**src/rtl/bcd_addsub_serial.sv**
```systemverilog
`default_nettype none
// ============================================================================
// Module   : bcd_addsub_serial
// Brief    : Digit-serial N-digit BCD adder/subtractor. One decimal-adjusted
//            digit per clock, least-significant digit first. Subtraction is
//            done in ten's complement (nine's complement of b, carry-in 1).
//            Flags operands that contain non-decimal digits.
// Revision : 1.0 - initial release
// ============================================================================
module bcd_addsub_serial #(
    parameter int DIGITS = 4,
    parameter int CNT_W  = $clog2(DIGITS + 1)
) (
    input  logic                  clk,
    input  logic                  rst,
    input  logic                  in_valid,
    output logic                  in_ready,
    input  logic                  op_sub,
    input  logic [4*DIGITS-1:0]   a,
    input  logic [4*DIGITS-1:0]   b,
    output logic                  out_valid,
    input  logic                  out_ready,
    output logic [4*DIGITS-1:0]   sum,
    output logic                  cout,
    output logic                  err
);

    localparam int               c_W    = 4 * DIGITS;
    localparam logic [1:0]       c_IDLE = 2'd0;
    localparam logic [1:0]       c_RUN  = 2'd1;
    localparam logic [1:0]       c_DONE = 2'd2;
    localparam logic [CNT_W-1:0] c_LAST = CNT_W'(DIGITS - 1);

    logic [1:0]       r_state;
    logic [c_W-1:0]   r_a;
    logic [c_W-1:0]   r_b;
    logic [c_W-1:0]   r_acc;
    logic [CNT_W-1:0] r_cnt;
    logic             r_c;
    logic             r_sub;
    logic             r_err;
    logic [c_W-1:0]   r_sum;
    logic             r_cout;
    logic             r_err_o;
    logic             r_out_valid;
    logic             r_in_ready;

    logic [c_W-1:0]   w_b_nine;
    logic             w_err_in;
    logic [4:0]       w_r;
    logic [4:0]       w_adj;
    logic [3:0]       w_digit;
    logic             w_cnext;
    logic [c_W-1:0]   w_acc_next;

    // Nine's complement of b and detection of any digit above 9 in a or b
    always_comb begin
        w_b_nine = '0;
        w_err_in = 1'b0;
        for (int i = 0; i < DIGITS; i++) begin
            w_b_nine[4*i +: 4] = 4'd9 - b[4*i +: 4];
            if (a[4*i +: 4] > 4'd9 || b[4*i +: 4] > 4'd9)
                w_err_in = 1'b1;
        end
    end

    // Single decimal-adjust digit cell operating on the current low digits
    always_comb begin
        w_r     = {1'b0, r_a[3:0]} + {1'b0, r_b[3:0]} + {4'b0, r_c};
        w_adj   = w_r + 5'd6;
        w_digit = w_r[3:0];
        w_cnext = 1'b0;
        if (w_r > 5'd9) begin
            w_digit = w_adj[3:0];
            w_cnext = 1'b1;
        end
    end

    // New digit enters at the MSD end so the LSD ends up in bits [3:0]
    generate
        if (DIGITS == 1) begin : g_acc_one
            assign w_acc_next = w_digit;
        end else begin : g_acc_multi
            assign w_acc_next = {w_digit, r_acc[c_W-1:4]};
        end
    endgenerate

    // Control FSM, operand shift registers and registered outputs
    always_ff @(posedge clk) begin
        if (rst) begin
            r_state     <= c_IDLE;
            r_a         <= '0;
            r_b         <= '0;
            r_acc       <= '0;
            r_cnt       <= '0;
            r_c         <= 1'b0;
            r_sub       <= 1'b0;
            r_err       <= 1'b0;
            r_sum       <= '0;
            r_cout      <= 1'b0;
            r_err_o     <= 1'b0;
            r_out_valid <= 1'b0;
            r_in_ready  <= 1'b1;
        end else begin
            case (r_state)
                c_IDLE: begin
                    if (in_valid && r_in_ready) begin
                        r_a        <= a;
                        r_b        <= op_sub ? w_b_nine : b;
                        r_c        <= op_sub;
                        r_sub      <= op_sub;
                        r_err      <= w_err_in;
                        r_cnt      <= '0;
                        r_acc      <= '0;
                        r_in_ready <= 1'b0;
                        r_state    <= c_RUN;
                    end
                end
                c_RUN: begin
                    r_a   <= r_a >> 4;
                    r_b   <= r_b >> 4;
                    r_c   <= w_cnext;
                    r_acc <= w_acc_next;
                    r_cnt <= r_cnt + 1'b1;
                    if (r_cnt == c_LAST) begin
                        r_sum       <= w_acc_next;
                        r_cout      <= w_cnext ^ r_sub;
                        r_err_o     <= r_err;
                        r_out_valid <= 1'b1;
                        r_state     <= c_DONE;
                    end
                end
                c_DONE: begin
                    if (r_out_valid && out_ready) begin
                        r_out_valid <= 1'b0;
                        r_in_ready  <= 1'b1;
                        r_state     <= c_IDLE;
                    end
                end
                default: begin
                    r_state     <= c_IDLE;
                    r_out_valid <= 1'b0;
                    r_in_ready  <= 1'b1;
                end
            endcase
        end
    end

    assign in_ready  = r_in_ready;
    assign out_valid = r_out_valid;
    assign sum       = r_sum;
    assign cout      = r_cout;
    assign err       = r_err_o;

endmodule
`default_nettype wire

```
**config.mk**
```make
export PLATFORM = sky130hd
export DESIGN_NAME = bcd_addsub_serial
export DESIGN_NICKNAME = d
export VERILOG_FILES = /design/src/rtl/bcd_addsub_serial.sv
export SDC_FILE = /design/constraint.sdc
export NUM_CORES = 1
export LEC_CHECK = 0
export ABC_AREA = 1
export CAP_MARGIN = 20
export CORE_ASPECT_RATIO = 1.1
export CORE_UTILIZATION = 55
export CTS_BUF_LIST = sky130_fd_sc_hd__clkbuf_8
export CTS_CLUSTER_DIAMETER = 150
export DETAILED_ROUTE_END_ITERATION = 7
export MAX_ROUTING_LAYER = met4
export PLACE_DENSITY = 0.93
export SLEW_MARGIN = 40
export SYNTH_ARGS = -nofsm -noshare
export SYNTH_HDL_FRONTEND = slang
export SYNTH_SLANG_ARGS = --single-unit
export TNS_END_PERCENT = 1
```
**constraint.sdc**
```tcl
create_clock -name clk -period 2.7 [get_ports clk]
set_input_delay 0.405 -clock clk [delete_from_list [all_inputs] [get_ports clk]]
set_output_delay 0.405 -clock clk [all_outputs]
set_load 0.03 [all_outputs]
```
**After elaboration in Yosys (flattened, before gate mapping)**

Index checks and enable logic that the tools add are counted.

- Add/subtract/negate cells: 8
- Order comparisons: 9
- Equal/unequal tests: 6
- Muxes and demuxes: 27
- Bitwise logic cells: 3
- Reductions and logical operators: 14

Operators by type and width:

| cell | count |
|---|---|
| case mux 16 bit (2 select lines) | 3 |
| 2-to-1 mux 16 bit | 4 |
| greater-than comparator 4 bit, second input constant | 8 |
| subtractor 4 bit, first input constant | 4 |
| 2-to-1 mux 1 bit | 10 |
| AND reduction 3 bit | 3 |
| 2-to-1 mux 2 bit | 3 |
| != test 2 bit, second input constant | 3 |
| case mux 1 bit (3 select lines) | 2 |
| case mux 2 bit (3 select lines) | 1 |
| case mux 3 bit (2 select lines) | 1 |
| AND reduction 2 bit | 3 |
| adder 4 x 4 -> 5 bit | 1 |
| adder 5 x 1 -> 5 bit | 1 |
| greater-than comparator 5 x 4 -> 1 bit, second input constant | 1 |
| adder 4 x 3 -> 4 bit, second input constant | 1 |
| logical OR 1 bit | 4 |
| 2-to-1 mux 4 bit | 1 |
| adder 3 x 1 -> 3 bit, second input constant | 1 |
| == test 3 x 2 -> 1 bit, second input constant | 1 |
| 2-to-1 mux 3 bit | 1 |
| == test 2 x 1 -> 1 bit, second input constant | 1 |
| == test 2 bit, second input constant | 1 |
| logical AND 1 bit | 2 |
| 5 further kinds | 6 |

- Register bits after elaboration: 76
- Bits of input ports: 37

**Longest topological paths before layout**

- Depth in word-level cells: 6
- Gate-level depth with buffers: 15
- Mapped depth without buffers: 15

**Least setup slack after synthesis**

No wires, ideal clock.

- Path kind: reg2reg
- Start: register r_a[0]
- End: register r_sum[14], in the netlist sum[14]
- Arrival time: 2145 ps
- Setup slack: 447 ps
- Cell stages (with the launch flop): 14
- Path buffers: 0
- Clock period less this slack: 2253 ps
- Cell sequence: dfxtp_1 > fa_1 > fa_1 > inv_1 > ha_1 > inv_1 > nor2_1 > a21oi_2 > nand2_2 > nand2_4 > nand2_1 > nand2_1 > a21o_1 > inv_1

- Cells in the longest elaborated chain, start to end: 4
- Elaborated cells on any way between the ends: 5
- Those cells by class: add/sub (3); order compare (1); mux (1)

Ends and longest elaborated chain:

| what | RTL line | RTL |
|---|---|---|
| start: declaration | 35 | `logic [c_W-1:0] r_a;` |
| start signal: assignment | 120 | `r_a <= r_a >> 4;` |
| adder 4 x 4 -> 5 bit * | 69 | `w_r = {1'b0, r_a[3:0]} + {1'b0, r_b[3:0]} + {4'b0, r_c};` |
| adder 5 x 1 -> 5 bit * | 69 |  |
| adder 4 x 3 -> 4 bit or greater-than comparator 5 x 4 -> 1 bit (tied branches) | 70, 73 |  |
| 2-to-1 mux 4 bit * | 73 | `if (w_r > 5'd9) begin` |
| end signal: assignment | 126 | `r_sum <= w_acc_next;` |
| end: declaration | 42 | `logic [c_W-1:0] r_sum;` |

Every way passes the cells marked *; elsewhere a longest branch is shown, timed or not.
A chain may end at the register's enable or synchronous reset.

**Worst setup path in the final report**

- Start: register r_a[0]
- End: register r_acc[15]

- Cells in the longest elaborated chain, start to end: 5
- Elaborated cells on any way between the ends: 6
- Those cells by class: add/sub (3); order compare (1); mux (2)

Ends and longest elaborated chain:

| what | RTL line | RTL |
|---|---|---|
| adder 4 x 4 -> 5 bit * | 69 |  |
| adder 5 x 1 -> 5 bit * | 69 |  |
| adder 4 x 3 -> 4 bit or greater-than comparator 5 x 4 -> 1 bit (tied branches) | 70, 73 |  |
| 2-to-1 mux 4 bit * | 73 |  |
| case mux 16 bit (2 select lines) * | 105 | `case (r_state)` |
| end signal: assignment | 123 | `r_acc <= w_acc_next;` |
| end: declaration | 37 | `logic [c_W-1:0] r_acc;` |

Marks and branches as above.

==> flow_summary.yaml <==
outcome:
  status: "complete, no violations"
sta:
  period_minus_slack_ps: 2544
  slew_viol_final: 0
  rsz0062_at_grt: "no"
  tns_ps: 0
  slew_headroom_pct: 53.44
  hold_violations: 0
  fin_crit_sh_pct: 94.21
  tightest_slew_ps: 697.6
  skew_ps: 7.196
  setup_violations: 0
  fmax_ghz: 0.3931
cts:
  h-tree-depth: 3
  root_buffer: "clkbuf_8"
  hold_buffers: 0
  cts_sinks: 72
  numCtsBuffers: 9
  cts_resized: 0
  clk_pin_slew_ps: 80
  cts_setup_buffers: 0
  cts_tree: "yes"
  clk_latency_ps: 350
  clock_path_buffers: 2
drt:
  drt_wl_total_um: 8035
  vias_per_cell: 5.688
  drc: 0
  drt-initial-drc-count: 327
  wl_per_cell_um: 14.56
  vias: 3140
  dr.pass1.iters: 6
  drtAntennaViolNets: 0
placement:
  dp_hpwl_um: 5469
  port_buffers: 56
  place.gp.congestion: 0.8448
layout:
  final_util_pct: 69.49
  final_nets: 519
  synthToLayoutAreaGrowth_pct: 21.64
  drive_above_1_share_pct: 7.158
  diodes: 0
die:
  core_area_um2: 5769
  io_pins: 57
  rows: 29
  design.die.area_um2: 6306
  die_w_um: 75.81
  start_util_pct: 57.12
  fp.dieH_um: 83.19
yosys:
  ys_ff_latch: 72
  synth_top_area_cell: "dfxtp_1"
  syn_nets: 474
  synth.distinct_cells: 39
  yosysSeqAreaShare_pct: 43.74
  synth-main-ff-cell: "dfxtp_1"
  synth_edf_count: 0
  synth_top_area_share_pct: 43.74
  synthArstFlopShare_pct: 0
  synth_area_leaders: "dfxtp_1 (44%), nand2_1 (13%), a21oi_1 (6.2%)"
  synthCells: 425
  avgSynthCellArea_um2: 7.754
  ys_warn_count: 0
  syn-cell-area_um2: 3296
global_routing:
  grt_pass1_wl_um: 13700
  top_usage_layer: "met2"
  gr-usage-met1_pct: 33.44
  grt_use_met2_pct: 46.34
  grt_usage_pct: 29.31
  grt_pass1_vias: 3103
  antenna_found_initial: 0
  gr-total-overflow: 0
  use_met3_pct: 8.010
  grt_max_degree: 51
power_and_ir_drop:
  max-vdd-ir-drop_mv: 0.3506
  p_clk_share_pct: 32.3
  power.share.combinational_pct: 19.7
  total_power_mw: 2.443
  power.density_nw_per_um2: 609.3
  sequentialPowerShare_pct: 47.9
  p_sw_share_pct: 29.89
  p_int_mw: 1.713
  power_leakage_nw: 1.583
  p_sw_mw: 0.7300
worst_setup_path:
  crit_top_cell: "nand2_1"
  critPathMaxStageDelay_ps: 560
  worst-path-max-fanout: 5
  end_kind: "flip-flop"
  critPathKind: "reg2reg"
  startpoint_type: "flip-flop"
  slowest_stage: "fa_1"
  cp.arrival_ps: 2830
  ff2ff_path_depth: 13
  worstPathCellList: "fa_1 > fa_1 > inv_1 > ha_1 > inv_1 > nor2_1 > a21oi_2 > nand2_2 > nand2_4 > nand2_1 > nand2_1 > nand2_1 > a21oi_2"
  required_ps: 2980
min_path:
  min_path_type: "reg2reg"
  hold_depth: 2
run:
  max_cap_viol_count: 0
synth_stat cells, drive strengths merged, types with 9 or more instances:
master	n
a31oi	11
o21ai	18
o221ai	11
nand3	22
nor2	43
clkbuf	9
a21oi	44
dfxtp	72
ha	10
inv	31
nand2	115
buf	15
worst max-delay path: cells and delay by family (launching register included):
kind | cells | cell delay, ps
AO/OA/AOI/OAI | 2 | 260
adder cells (fa/ha/maj) | 3 | 1240
buffers and inverters | 2 | 170
flip-flops | 1 | 330
AND/OR/NAND/NOR | 6 | 490
area by class of cell:
cell class                 count  area [µm²]
sequential                    72        1441
tap                           77       96.34
multi-input combinational    298        1593
fill                         425        1760
clock inverter                 4       18.77
timing repair buffer          58       575.6
clock buffer                  12       165.2
inverter                      31       118.9
path summary, 6_finish.rpt:
check	from	endpoint	slack (ps)
max	r_a[0]	r_acc[15]	160
min	sum[4]	sum[4]	460
max reg2reg	r_a[0]	r_acc[15]	160
min reg2reg	sum[4]	sum[4]	460
power groups by stage:
stage                     clock network [mW]  logic (mW)  registers [mW]
after floorplan                            0       0.343            1.18
after global placement                     0       0.446            1.19
after detailed placement                   0       0.472            1.19
after CTS                              0.796       0.473            1.17
after global routing                   0.850       0.529            1.18
final                                  0.790       0.482            1.17
kinds of logic after synthesis:
family          count (synthesis)  share of synthesized area, %
compound gates                 99                         18.57
buf+inv                        55                         7.934
xor+xnor                        5                         1.329
fa+ha+maj                      12                         5.011
simple gates                  182                         23.42
flops                          72                         43.74
routing by layer:
metal  part of all wire [%]  vias to the layer above
met5                      0                        -
met4                    3.1                        0
met3                    5.6                       30
met2                     52                      138
met1                     40                     1468
li1                       -                     1504
registers in the layout (all words and copies together) (netlist names):
register,cells
in_ready,1
r_b,16
sum,16
r_sub,1
err,1
r_c,1
cout,1
r_cnt,3
out_valid,1
r_acc,12
r_state,2
r_a,16
r_err,1
placed cells by master (no fill, tap or decap), types with 2 or more instances in the layout:
master / netlist / final
a21oi_2: 2 / 2
xor2_1: 3 / 3
a31oi_1: 11 / 11
nor2_1: 40 / 40
ha_1: 10 / 10
a22oi_1: 3 / 3
inv_1: 26 / 27
clkbuf_8: 0 / 12
inv_2: 4 / 4
o211ai_1: 3 / 3
dfxtp_1: 72 / 72
nor2_4: 2 / 2
nand2_1: 111 / 111
buf_4: 6 / 2
fa_1: 2 / 2
o221ai_1: 11 / 11
a21oi_1: 41 / 41
clkdlybuf4s50_1: 0 / 56
o21ai_1: 2 / 2
o21ai_0: 16 / 16
clkinv_2: 0 / 3
nand2_4: 2 / 2
a211oi_1: 3 / 3
xnor2_1: 2 / 2
nand3_1: 20 / 20
nand2_2: 2 / 2
metrics by stage:
| stage | setup WS (ps) | instances | hold WS [ps] | cell area, µm² |
|---|---|---|---|---|
| 3_3_place_gp | 373.7 | 536 | 449.1 | 3825 |
| 2_1_floorplan | 446.7 | 425 | 432.9 | 3296 |
| 3_5_place_dp | 230.3 | 536 | 454.2 | 3825 |
| 4_1_cts | 208.5 | 552 | 465.3 | 4009 |
| 5_1_grt | 33.66 | 552 | 492.8 | 4009 |
| 6_report | 156.4 | 552 | 460.4 | 4009 |
Note: power is estimated with default switching activity, not from simulation.
